[src/rtl/reg_bank_8x16.sv]
// Eight-entry register bank with byte-enable write-back and a pending-write scoreboard.
// Optional build macro R0_ZERO_EN turns r0 into a hard-wired zero register.
module reg_bank_8x16 #(
  parameter int unsigned    WIDTH     = 16,
  parameter logic [WIDTH-1:0] RESET_VAL = '0
) (
  input  logic             clk,
  input  logic             rst_n,
  input  logic             wr_en,
  input  logic [2:0]       wr_addr,
  input  logic [1:0]       wr_be,
  input  logic [WIDTH-1:0] wr_data,
  input  logic             issue_en,
  input  logic [2:0]       issue_dst,
  input  logic             rs_a_vld,
  input  logic             rs_b_vld,
  input  logic [2:0]       rs_a,
  input  logic [2:0]       rs_b,
  output logic [WIDTH-1:0] data0,
  output logic [WIDTH-1:0] data1,
  output logic [WIDTH-1:0] data2,
  output logic [WIDTH-1:0] data3,
  output logic [WIDTH-1:0] data4,
  output logic [WIDTH-1:0] data5,
  output logic [WIDTH-1:0] data6,
  output logic [WIDTH-1:0] data7,
  output logic [7:0]       pending,
  output logic             hazard,
  output logic             issue_err
);

  localparam int unsigned HALF = WIDTH / 2;

`ifdef R0_ZERO_EN
  localparam logic [WIDTH-1:0] R0_RESET_VAL = '0;
`else
  localparam logic [WIDTH-1:0] R0_RESET_VAL = RESET_VAL;
`endif

  logic [WIDTH-1:0] regs_q [8];
  logic [WIDTH-1:0] regs_d [8];
  logic [7:0]       pending_q, pending_d;
  logic             issue_err_q, issue_err_d;
  logic             wr_ok, issue_ok;

  always_comb begin
    // NOTE: every comb output gets a default first so no path leaves it unassigned (no latch).
    regs_d      = regs_q;
    pending_d   = pending_q;
    issue_err_d = 1'b0;
    wr_ok       = wr_en;
    issue_ok    = issue_en;
`ifdef R0_ZERO_EN
    wr_ok       = wr_en && (wr_addr != 3'd0);
    issue_ok    = issue_en && (issue_dst != 3'd0);
`endif

    if (wr_ok) begin
      if (wr_be[1]) regs_d[wr_addr][WIDTH-1:HALF] = wr_data[WIDTH-1:HALF];
      if (wr_be[0]) regs_d[wr_addr][HALF-1:0]     = wr_data[HALF-1:0];
      pending_d[wr_addr] = 1'b0;
    end

    // The set is applied after the clear so a new producer supersedes the retiring one.
    if (issue_ok) begin
      issue_err_d          = pending_q[issue_dst] && !(wr_ok && (wr_addr == issue_dst));
      pending_d[issue_dst] = 1'b1;
    end
  end

  always_ff @(posedge clk or negedge rst_n) begin
    if (!rst_n) begin
      // NOTE: the register array is reset explicitly because software expects RESET_VAL, so it maps to flops, not RAM.
      for (int i = 0; i < 8; i++) begin
        regs_q[i] <= (i == 0) ? R0_RESET_VAL : RESET_VAL;
      end
      pending_q   <= '0;
      issue_err_q <= 1'b0;
    end else begin
      // NOTE: non-blocking updates so every flop samples pre-edge values.
      regs_q      <= regs_d;
      pending_q   <= pending_d;
      issue_err_q <= issue_err_d;
    end
  end

  assign data0     = regs_q[0];
  assign data1     = regs_q[1];
  assign data2     = regs_q[2];
  assign data3     = regs_q[3];
  assign data4     = regs_q[4];
  assign data5     = regs_q[5];
  assign data6     = regs_q[6];
  assign data7     = regs_q[7];
  assign pending   = pending_q;
  assign issue_err = issue_err_q;

  // Stall stays up through a same-cycle write-back; it drops once the new data is visible.
  assign hazard = (rs_a_vld && pending_q[rs_a]) || (rs_b_vld && pending_q[rs_b]);

endmodule
[config.mk]
export PLATFORM = sky130hd
export DESIGN_NAME = reg_bank_8x16
export DESIGN_NICKNAME = d
export VERILOG_FILES = /design/src/rtl/reg_bank_8x16.sv
export SDC_FILE = /design/constraint.sdc
export NUM_CORES = 1
export LEC_CHECK = 0
export ABC_AREA = 1
export CORE_MARGIN = 3
export CORE_UTILIZATION = 30
export DETAILED_ROUTE_END_ITERATION = 10
export GPL_TIMING_DRIVEN = 0
export HOLD_SLACK_MARGIN = 0.06
export PLACE_DENSITY = 0.61
export SKIP_LAST_GASP = 1
export SLEW_MARGIN = 0
export SYNTH_ARGS = -nofsm -noshare
export SYNTH_HDL_FRONTEND = slang
export SYNTH_SLANG_ARGS = --single-unit
[constraint.sdc]
create_clock -name clk -period 0.8 [get_ports clk]
set_input_delay 0.08 -clock clk [delete_from_list [all_inputs] [get_ports clk]]
set_output_delay 0.08 -clock clk [all_outputs]
set_load 0.05 [all_outputs]
==> results, run 1 <==
- For this run, the total global-route usage over all layers was measured as 0.181.
- The most frequent cell on the critical path is sky130_fd_sc_hd__nand3_2.
- The post-layout instance area is 0.00921 sq mm.
- The max-slew violation count is 0.
- The count of cell types in the netlist is 22.
- The total power of the final layout is 29800 uW.
- The average wire per cell in the routed design is 17.7 um.
- The pre-antenna-repair detailed-routing pass consisted of 4 iterations.
- By area the synthesized netlist is led by sky130_fd_sc_hd__dfrtp_1, sky130_fd_sc_hd__nand2_1, sky130_fd_sc_hd__o21ai_0.
- The die is 141 um tall.
- Summed over all nets, wire length on met2 after detailed routing comes to 9270 um.
- Yosys instantiated no cell more often than sky130_fd_sc_hd__nand2_1.
- The count of routing violations after the opening detailed-route iteration is 219.
- The layout overhead on the synthesized area is 69.0%.
- Of the total power, the share spent switching nets is 0.397.
- The area enclosed by the die boundary is 0.0198 sq mm.
- In this run, synthesis inferred 0 flip-flops with an integrated enable.
- The max-cap violation count is 0.
- For this design the top-level I/O count stands at 174.
- Across all hold checks on the routed design, the worst slack comes to -0.396 ns.
- The antenna violation net count after detailed routing is 0.
- The share of the synthesized area in compound gates (AO/OA/AOI/OAI) was 0.149.
- For the final routed database, the setup TNS stands at -37.04 ns.
- After technology mapping, the gate count stands at 552.
- The wire length on met3 is 818 um.
- The arrival time at the worst endpoint is 1.43 ns.
- CTS built an H-tree with a depth of 4.
- Of the available clock period, the critical path in the final layout requires 1.89.
- The final reports fail on negative hold slack, negative setup slack.
- Setup repair after global routing could not meet its margin everywhere.
- The worst setup path is captured at an output port.
- In the synthesized netlist the dominant register cell turns out to be sky130_fd_sc_hd__dfrtp_1.
- The cell sitting at the root of the clock tree is a sky130_fd_sc_hd__clkbuf_16.
- The proportion of power drawn by flip-flops and latches is 0.329.
- The tree built by TritonCTS fans out to 137 sinks.
- The critical path goes through inv_2 > nand2_2 > nand3_2 > nand3b_1 > nand3_2 > nand2_4 > buf_8.
- The final cell count without fillers is 1016.
- The required time at the worst-slack endpoint is 0.72 ns.
- By count the netlist is led by sky130_fd_sc_hd__nand2_1, sky130_fd_sc_hd__dfrtp_1, sky130_fd_sc_hd__o21ai_0.
- After detailed routing, the number of vias per cell comes to 4.79.
- Based on the critical path, the design can be clocked at up to 662 MHz.
- Summing all placed instances gives a cell area of 0.00791 sq mm.
- The clock latency of the later-clocked register in the worst-skew pair is 0.41 ns.
- By area, the combinational part of the netlist is dominated by simple AND/OR/NAND/NOR gates.
- The via count of the first global-routing pass is 4901.
- Summed over all cells, the static leakage comes to 0.00422 uW.
- The repair_antennas step left the layout with diodes totalling 0.
- The worst clock skew is 0.000960 ns.
- The fraction of layout instances using a drive strength above 1 is 0.573.
- The cell accounting for the most synthesized area is sky130_fd_sc_hd__dfrtp_1.
- The power per standard cell area is 3230 mW/mm^2.
- The share of synthesized area in the top cell type comes to 0.629.
- The clock passes through at most 2 buffers.
- The final layout contains routed wiring with a total length of 18000 um.
- Entering global routing, the biggest net connects 89 pins.
- The type of the most critical hold path is primary input to asynchronous set/reset pin.
- Of the total synthesized cell area, the portion taken by full adders, half adders and majority gates is 0.
- The mean instance size in the synthesized netlist is 9.87 sq um.
- The total setup violations reported at the end of the flow is 141.
- The floorplan has 48 rows.
- Global routing finished with a remaining overflow of 0.
- The area of the placeable core is 0.0175 sq mm.
- The number of buffers created by CTS is 17.
- The largest driver fanout on the critical path is 3.
- The final critical path time including I/O delays and setup is 1.51 ns.
- The share of the Yosys chip area taken by registers is 0.629.
- The net total in the final layout is 814.
- The number of antenna violations at the first check in global routing was 0.
- In the synthesized netlist the async set-or-reset flop fraction comes to 1.00.
- The sort of element at the start of the critical path is a flop.
- The clock tree from TritonCTS is done.
- The relative max-transition margin is 0.680.
- The wire length of the first global-routing pass is 27900 um.
- The post-CTS clock slew at the launch and capture registers of the worst setup and hold paths is 0.06 ns.
- The final estimated routing congestion in global placement is 0.841.
- The mux contribution to synthesized area is 0.
- During placement, the flow inserted port buffers numbering 172.
- The number of synthesized register bits is 137.
- The total standard cell area after synthesis is 0.00545 sq mm.
- Internal power comes to 17900 uW.
- The critical path is of the flop to output port type.
- The slew of the pin with the lowest slew margin is 0.480 ns.
- The number of nets handed over by synthesis was 588.
- The top routing layer in use is met4.
- The share of total power in combinational logic is 0.402.
- The switching power is 11800 uW.
- Across all layers, the routed design uses 4870 vias.
- In the post-route analysis, the smallest setup slack over all paths is -0.710 ns.
- The fraction of synthesized cell area in xor and xnor cells is 0.
- The final-report hold violation count was 49.
- The width of the die is 141 um.
- In this run, placement finished with an instance count of 950.
- On the worst path, the slowest cell contributes a delay of 0.42 ns.
- The worst-case vdd ir drop is 1.39 mV.
- The number of synthesis warnings is 0.
- The number of cells on the worst reg-to-reg path is 5.
- Of the total synthesized cell area, the portion taken by AND, OR, NAND and NOR gates is 0.168.
- For this design, the slowest cell found on the critical path is sky130_fd_sc_hd__dfrtp_2.
- The met1 wire length is 7350 um.
- Summed over all nets, the half-perimeter wirelength after detailed placement is 13100 um.
- The clock network power share is 0.269.
- The run finished, with violations left.
- The final routed DRC violation total is 0.
- The initial utilization of the core area, before any placement, comes to 0.311.
## placed cells by master (no fill, tap or decap), types with 17 or more instances in the layout
master	instances
sky130_fd_sc_hd__buf_6	148
sky130_fd_sc_hd__nand2_1	134
sky130_fd_sc_hd__dfrtp_2	129
sky130_fd_sc_hd__o21ai_0	56
sky130_fd_sc_hd__o21ai_1	34
sky130_fd_sc_hd__buf_4	28
sky130_fd_sc_hd__inv_1	26
sky130_fd_sc_hd__clkdlybuf4s50_1	25
sky130_fd_sc_hd__o21ai_2	24
sky130_fd_sc_hd__nor2_1	21
sky130_fd_sc_hd__clkbuf_16	17
## per-layer routing
layer,vias to the layer above,GRT usage
li1,2277,-
met1,2431,0.228
met2,134,0.305
met3,28,0.0373
met4,0,0.0719
met5,-,0
## through the flow
stage | util | worst slack, ns
after global routing | 0.525 | -0.787
after CTS | 0.510 | -0.712
after global placement | 0.449 | -5.99
final | 0.525 | -0.710
after detailed placement | 0.451 | -1.37
after floorplan | - | -0.317
## cell families (layout without fill, tap and decap cells)
logic type	Yosys count	after routing
AOI/OAI and AO/OA	142	142
buffers and inverters	57	296
DFF	137	137
and+or+nand+nor	216	216
## sequential cells by signal, indices dropped and copies added, names as in the netlist
signal / cells
data5: 16
data2: 16
data0: 16
data6: 16
data1: 16
data4: 16
data7: 16
pending: 8
issue_err: 1
data3: 16
## worst paths after layout
path                       startpoint         end  slack [ns]
setup / recovery           pending[1]      hazard       -0.71
hold / removal                  rst_n    data3[7]       -0.40
setup reg to reg           pending[4]   issue_err       -0.23
hold reg to reg              data6[0]    data6[0]        0.50
max in group asynchronous       rst_n   data2[11]        0.37
min in group clk           wr_addr[1]  pending[6]        0.07
## area by class of cell
| cell class | instances | area (sq um) |
|---|---|---|
| plain buffers | 18 | 183 |
| fillers | 1524 | 8330 |
| well taps | 225 | 282 |
| multi-input cells | 358 | 2050 |
| inverters | 39 | 200 |
| flip-flops and latches | 137 | 3590 |
| clock buffers | 18 | 439 |
| repair buffers | 207 | 2300 |
| clock inverters | 14 | 173 |
## power by group through the flow
stage / logic (uW) / registers (uW) / clock network (uW)
6_report: 12000 / 9800 / 8000
5_1_grt: 12500 / 9950 / 8510
4_1_cts: 11700 / 9790 / 8160
3_5_place_dp: 10900 / 9610 / 0
3_3_place_gp: 10700 / 9600 / 0
2_1_floorplan: 1690 / 14600 / 0
## worst max-delay path, delay by kind of cell (launching register included)
family                 cells  cell delay, ns
DFF                        1            0.42
and+or+nand+nor            5            0.37
buffers and inverters      2            0.22
## timing repair
item,in CTS,in global routing
pin swaps,9,8
resized for setup,1015,49
gates cloned,1,0
setup buffers,21,14
endpoints found under the hold margin,49,49
endpoints found under the setup margin,275,184
No activity file was read; power rests on OpenSTA's default activity.
==> run 2, diff against run 1 <==
--- a/config.mk
+++ b/config.mk
@@ -12,7 +12,6 @@
 export GPL_TIMING_DRIVEN = 0
 export HOLD_SLACK_MARGIN = 0.06
 export PLACE_DENSITY = 0.61
-export SKIP_LAST_GASP = 1
 export SLEW_MARGIN = 0
 export SYNTH_ARGS = -nofsm -noshare
 export SYNTH_HDL_FRONTEND = slang
==> results, run 2 (synthesis results as in run 1) <==
- The flow ran to the end, but the final reports show violations.
- The checks that failed: negative hold slack, negative setup slack.
- The diode insertion count for antenna repair is 0 (unchanged).
- The relative max-transition margin is 0.679 (-0.000841).
- On the critical path the largest part of the delay comes from flip-flops.
- The largest driver fanout on the critical path is 4 (+1).
- The met3 track utilization from global routing came to 0.0373 (unchanged).
- The worst-case vdd ir drop came to 1.39 mV (-0.13%).
- The leakage component of the power is 0.00422 uW (+0.17%).
- The start-to-end type of the worst setup path is flop to output port.
- The slew of the pin with the lowest slew margin came to 0.481 ns (+0.00126 ns).
- The floorplan row count is 48 (unchanged).
- The final worst-path setup slack is -0.712 ns (-0.00176 ns).
- The final wirelength is 18000 um (about the same).
- STA classifies the critical path endpoint as an output port.
- The layout overhead on the synthesized area is 69.4%.
- Setup repair after global routing could not meet its margin everywhere.
- The remaining global-route overflow is 0 (unchanged).
- The total number of clock tree sinks is 137 (unchanged).
- The final critical path time including I/O delays and setup came to 1.51 ns (+0.00176 ns).
- The port buffer count is 172 (unchanged).
- The count of routing violations after the opening detailed-route iteration came to 240 (+9.6%).
- The highest-delay cell along the critical path is sky130_fd_sc_hd__dfrtp_2.
- The post-CTS clock slew at the launch and capture registers of the worst setup and hold paths came to 0.06 ns (about the same).
- The critical register-to-register path endpoint is issue_err.
- The antenna violation net count after detailed routing is 0 (unchanged).
- The worst clock skew came to 0.0107 ns (+0.00975 ns).
- Walking the worst path, the cells encountered are inv_2 > nand2_1 > nand3_1 > nand3b_1 > nand3_2 > nand2_4 > buf_8.
- The total negative setup slack is -37.18 ns (-0.139 ns).
- The tightest min-delay check is of the primary input to asynchronous set/reset pin type.
- The number of antenna violations at the first check in global routing is 0 (unchanged).
- The area of the placeable core is 0.0175 sq mm (unchanged).
- The via count of the first global-routing pass came to 4901 (unchanged).
- The logic depth of the worst register-to-register path is 5 (unchanged).
- The required time at the worst-slack endpoint is 0.72 ns (about the same).
- The setup slack of the most critical reg-to-reg path is -0.22 ns (about the same).
- The total power of the final layout is 29800 uW (about the same).
- The fraction of layout instances using a drive strength above 1 is 0.575 (+0.00253).
- The final-report hold violation count came to 49 (unchanged).
- The clock latency of the later-clocked register in the worst-skew pair is 0.42 ns (about the same).
- The number of vias per cell after detailed routing is 4.83 (+0.78%).
- The post-layout instance area was 0.00923 sq mm (+0.24%).
- The wire length of the first global-routing pass is 27900 um (about the same).
- The net total in the final layout is 814 (unchanged).
- The count of pins on the block boundary is 174 (unchanged).
- The fmax came to 662 MHz (-0.12%).
- The met2 track utilization from global routing is 0.305 (unchanged).
- The standard cell area after detailed placement is 0.00791 sq mm (unchanged).
- The most common cell after layout, fill and taps aside is sky130_fd_sc_hd__buf_6.
- The biggest cell delay along the critical path is 0.40 ns (-0.02 ns).
- The final routed DRC violation total was 0 (unchanged).
- The final period utilization came to 1.89 (+0.00220).
- The area enclosed by the die boundary is 0.0198 sq mm (unchanged).
- The floorplan die height is 141 um (unchanged).
- The total setup violations reported at the end of the flow is 140 (-0.71%).
- The worst reg2reg path startpoint is pending[4].
- The average wire per cell in the routed design is 17.7 um (about the same).
- The via total after detailed routing was 4908 (+0.78%).
- The maximum number of pins on one net before global-route repair is 89 (unchanged).
- The aggregate global-route resource usage is 0.181 (about the same).
- TritonCTS built the clock tree.
- The final estimated routing congestion in global placement is 0.841 (unchanged).
- The clock tree buffer depth is 2 (unchanged).
- The worst-case hold slack came to -0.388 ns (+0.00746 ns).
- The max-slew violation count is 0 (unchanged).
- The number of buffers created by CTS was 17 (unchanged).
- The H-tree level count was 4 (unchanged).
- The library cells used most frequently in the layout, excluding fill and tap cells, are sky130_fd_sc_hd__buf_6, sky130_fd_sc_hd__nand2_1, sky130_fd_sc_hd__dfrtp_2, sky130_fd_sc_hd__o21ai_0, sky130_fd_sc_hd__o21ai_1.
- The initial cell density of the core is 0.311 (unchanged).
- The total buffers and inverters traversed by the critical path is 2 (unchanged).
- The placed wire-length estimate came to 13100 um (unchanged).
- The number of optimization iterations in the first detailed-route pass is 4 (unchanged).
- The width of the die is 141 um (unchanged).
- The met1 usage in global routing is 0.229 (about the same).
- The root cell of the clock tree is sky130_fd_sc_hd__clkbuf_16.
- The power per standard cell area is 3230 mW/mm^2 (-0.24%).
- The sort of element at the start of the critical path is a flop.
- The max-cap violation count was 0 (unchanged).
- After global routing, the most crowded layer is met2.
- The arrival time at the worst endpoint is 1.43 ns (about the same).
-- run 2: cell types whose count changed in the layout (fill, tap and decap cells not counted), sizes merged --
cell,change
clkbuf,+1
buf,-1
-- run 2: where the power goes --
group	switching (uW)	internal [uW]
registers	1170	8630
logic	7660	4340
clock network	2980	4990
-- run 2: area by class of cell --
type,instances,area (sq um)
Sequential cell,137,3590
Multi-Input combinational cell,358,2050
Clock inverter,14,173
Fill cell,1524,8300
Timing Repair Buffer,207,2310
Buffer,18,186
Inverter,39,200
Clock buffer,18,439
Tap cell,225,282
-- run 2: timing repair --
action | CTS | global route
resized for setup | 1016 | 55
hold endpoints to repair | 49 | 49
setup endpoints to repair | 275 | 184
cloned | 1 | 0
setup buffers | 21 | 14
pin swaps | 9 | 8
-- run 2: worst max path at each step --
stage / startpoint / end / slack [ns] / cells after the start
global placement: rst_n / data2[10] / -5.99 / 1
global route: pending[0] / hazard / -0.79 / 7
floorplan: pending[5] / hazard / -0.32 / 6
detailed placement: wr_addr[2] / data1[14] / -1.37 / 8
CTS: pending[6] / hazard / -0.71 / 7
finish: pending[2] / hazard / -0.71 / 7
-- run 2: worst reg2reg max path: stages (launching register included) --
cell and delay (ns):
sky130_fd_sc_hd__dfrtp_2 0.37, sky130_fd_sc_hd__inv_2 0.05, sky130_fd_sc_hd__buf_6 0.11, sky130_fd_sc_hd__o211ai_1 0.18
sky130_fd_sc_hd__nand3_1 0.13, sky130_fd_sc_hd__nor2_1 0.12
-- run 2: per-layer routing --
layer / vias to the layer above / routed length, um
met5: - / 0
met3: 25 / 803
met4: 0 / 471
li1: 2277 / -
met2: 151 / 9360
met1: 2455 / 7340
-- run 2: through the flow --
stage / utilization / cells / setup slack (ns)
finish: 0.526 / 1016 / -0.712
global route: 0.526 / 1016 / -0.787
CTS: 0.511 / 1004 / -0.712
detailed placement: 0.451 / 950 / -1.37
global placement: 0.449 / 949 / -5.99
floorplan: - / 552 / -0.317
==> run 3, diff against run 2 <==
--- a/config.mk
+++ b/config.mk
@@ -8,6 +8,8 @@
 export ABC_AREA = 1
 export CORE_MARGIN = 3
 export CORE_UTILIZATION = 30
+export CTS_BUF_LIST = sky130_fd_sc_hd__clkbuf_2
+export CTS_CLUSTER_DIAMETER = 60
 export DETAILED_ROUTE_END_ITERATION = 10
 export GPL_TIMING_DRIVEN = 0
 export HOLD_SLACK_MARGIN = 0.06
==> results, run 3 (synthesis results as in run 1) <==
- The run finished, with violations left.
- The final reports fail on negative hold slack, negative setup slack.
- The sort of element at the start of the critical path is a flop.
- The maximum number of pins on one net before global-route repair is 89 (unchanged).
- The post-placement setup slack is -1.37 ns (unchanged).
- The worst-case hold slack is -0.712 ns (-0.324 ns).
- The number of buffers created by CTS is 17 (unchanged).
- The H-tree level count is 4 (unchanged).
- The area of the placeable core was 0.0175 sq mm (unchanged).
- Relative to the synthesized area, the layout overhead comes to 63.8%.
- The remaining global-route overflow is 0 (unchanged).
- The number of vias per cell after detailed routing was 4.76 (-1.4%).
- The fraction of layout instances using a drive strength above 1 was 0.591 (+0.0155).
- The leakage component of the power is 0.00407 uW (-3.7%).
- STA classifies the critical path endpoint as an output port.
- The final critical path time including I/O delays and setup was 1.85 ns (+0.343 ns).
- The standard cell area after detailed placement is 0.00791 sq mm (unchanged).
- The worst setup path is of the flop to output port kind.
- The final-report hold violation count was 192 (+290%).
- The worst register-to-register path begins at pending[4].
- The antenna violation net count after detailed routing was 0 (unchanged).
- The max-cap violation count is 0 (unchanged).
- The wire length of the first global-routing pass is 27700 um (-0.54%).
- The aggregate global-route resource usage was 0.180 (-0.000695).
- The clock tree buffer depth is 2 (unchanged).
- Setup repair after global routing could not meet its margin everywhere.
- The final routed DRC violation total is 0 (unchanged).
- The via total after detailed routing is 4881 (-0.55%).
- The floorplan die height came to 141 um (unchanged).
- The average wire per cell in the routed design is 17.7 um (+0.17%).
- The via count of the first global-routing pass came to 4893 (-0.16%).
- The relative max-transition margin was 0.677 (-0.00235).
- The net total in the final layout is 822 (+0.98%).
- The floorplan row count is 48 (unchanged).
- The root cell of the clock tree is sky130_fd_sc_hd__clkbuf_2.
- Leaving out fill and tap cells, the most frequent cells in the layout are sky130_fd_sc_hd__buf_6, sky130_fd_sc_hd__dfrtp_2, sky130_fd_sc_hd__nand2_1, sky130_fd_sc_hd__o21ai_0, sky130_fd_sc_hd__o21ai_1.
- The post-layout instance area is 0.00892 sq mm (-3.3%).
- Among all stages on the critical path, the largest delay is contributed by sky130_fd_sc_hd__dfrtp_2.
- The most frequent cell on the critical path is sky130_fd_sc_hd__nand3_2.
- The clock latency of the later-clocked register in the worst-skew pair was 0.70 ns (+0.28 ns).
- The slew of the pin with the lowest slew margin is 0.485 ns (+0.00353 ns).
- The initial cell density of the core was 0.311 (unchanged).
- The worst-case vdd ir drop is 1.42 mV (+2.1%).
- The arrival time at the worst endpoint is 1.77 ns (+0.34 ns).
- The largest driver fanout on the critical path came to 3 (-1).
- The number of antenna violations at the first check in global routing was 1 (+1).
- The final worst-path setup slack came to -1.05 ns (-0.343 ns).
- The final estimated routing congestion in global placement is 0.841 (unchanged).
- The biggest cell delay along the critical path is 0.46 ns (+0.06 ns).
- The placed wire-length estimate came to 13100 um (unchanged).
- The critical path goes through inv_2 > nand2_1 > nand3_1 > nand3_2 > nand3_2 > nand2_4 > buf_8.
- The fill cell instance count of the final layout is 1574 (+3.3%).
- The clock tree from TritonCTS is done.
- The total number of clock tree sinks is 137 (unchanged).
- The post-CTS clock slew at the launch and capture registers of the worst setup and hold paths is 0.21 ns (+0.15 ns).
- The endpoint identified for the worst register-to-register timing path is issue_err.
- The logic depth of the worst register-to-register path is 5 (unchanged).
- The port buffer count came to 172 (unchanged).
- The fmax is 539 MHz (-19%).
- The type of the most critical hold path is primary input to asynchronous set/reset pin.
- The worst clock skew is 0.0118 ns (+0.00112 ns).
- The setup slack of the most critical reg-to-reg path is -0.29 ns (-0.07 ns).
- The required time at the worst-slack endpoint is 0.72 ns (about the same).
- The total setup violations reported at the end of the flow came to 162 (+16%).
- The count of routing violations after the opening detailed-route iteration is 255 (+6.3%).
- The most common cell after layout, fill and taps aside is sky130_fd_sc_hd__buf_6.
- The max-slew violation count was 0 (unchanged).
- The width of the die is 141 um (unchanged).
- The count of pins on the block boundary is 174 (unchanged).
- The final wirelength is 18200 um (+1.1%).
- The power per standard cell area came to 2950 mW/mm^2 (-8.4%).
- The area enclosed by the die boundary is 0.0198 sq mm (unchanged).
- The number of optimization iterations in the first detailed-route pass came to 5 (+1).
- The final period utilization is 2.32 (+0.429).
run 3: what timing repair did:
action	in CTS	in global routing
hold buffers	3	3
cloned	0	0
pin swaps	12	12
buffers inserted	27	14
endpoints found under the hold margin	256	240
resized for setup	990	73
setup endpoints to repair	275	274
run 3: metrics by stage:
| step | util | cells | power, uW | setup TNS, ns |
|---|---|---|---|---|
| after floorplan | - | 552 | 16300 | -1.73 |
| after global placement | 0.449 | 949 | 20300 | -1030.03 |
| after detailed placement | 0.451 | 950 | 20500 | -228.65 |
| after CTS | 0.492 | 1012 | 26000 | -121.06 |
| after global routing | 0.509 | 1025 | 27500 | -105.14 |
| final | 0.509 | 1025 | 26400 | -87.23 |
run 3: worst max path at each step:
stage,startpoint,to,slack [ns],cells past startpoint
2_1_floorplan,pending[5],hazard,-0.32,6
6_report,pending[6],hazard,-1.05,7
3_3_place_gp,rst_n,data2[10],-5.99,1
5_1_grt,pending[0],hazard,-1.24,7
3_5_place_dp,wr_addr[2],data1[14],-1.37,8
4_1_cts,pending[0],hazard,-1.12,7
run 3: where the power goes:
group	internal (uW)	switching, uW
Clock	1740	2610
Combinational	4480	7750
Sequential	8600	1180
run 3: layout make-up:
| type | count | area [sq um] | area share |
|---|---|---|---|
| plain buffers | 18 | 178 | 0.0199 |
| repair buffers | 215 | 2330 | 0.261 |
| diodes | 1 | 2.50 | 0.000280 |
| clock buffers | 17 | 85.1 | 0.00953 |
| well taps | 225 | 282 | 0.0315 |
| flip-flops and latches | 137 | 3590 | 0.402 |
| clock inverters | 15 | 176 | 0.0198 |
| inverters | 39 | 196 | 0.0220 |
| multi-input cells | 358 | 2090 | 0.234 |
run 3: worst max-delay path, delay by kind of cell, from the launching register on:
| family | cells | cell delay [ns] |
|---|---|---|
| buffers and inverters | 2 | 0.23 |
| DFF | 1 | 0.46 |
| and+or+nand+nor | 5 | 0.38 |
run 3: metal layers:
metal	vias up	track usage	routed length, um
met5	-	0	0
met4	0	0.0612	393
met3	28	0.0383	706
met2	106	0.308	9560
met1	2447	0.228	7500
li1	2300	-	-
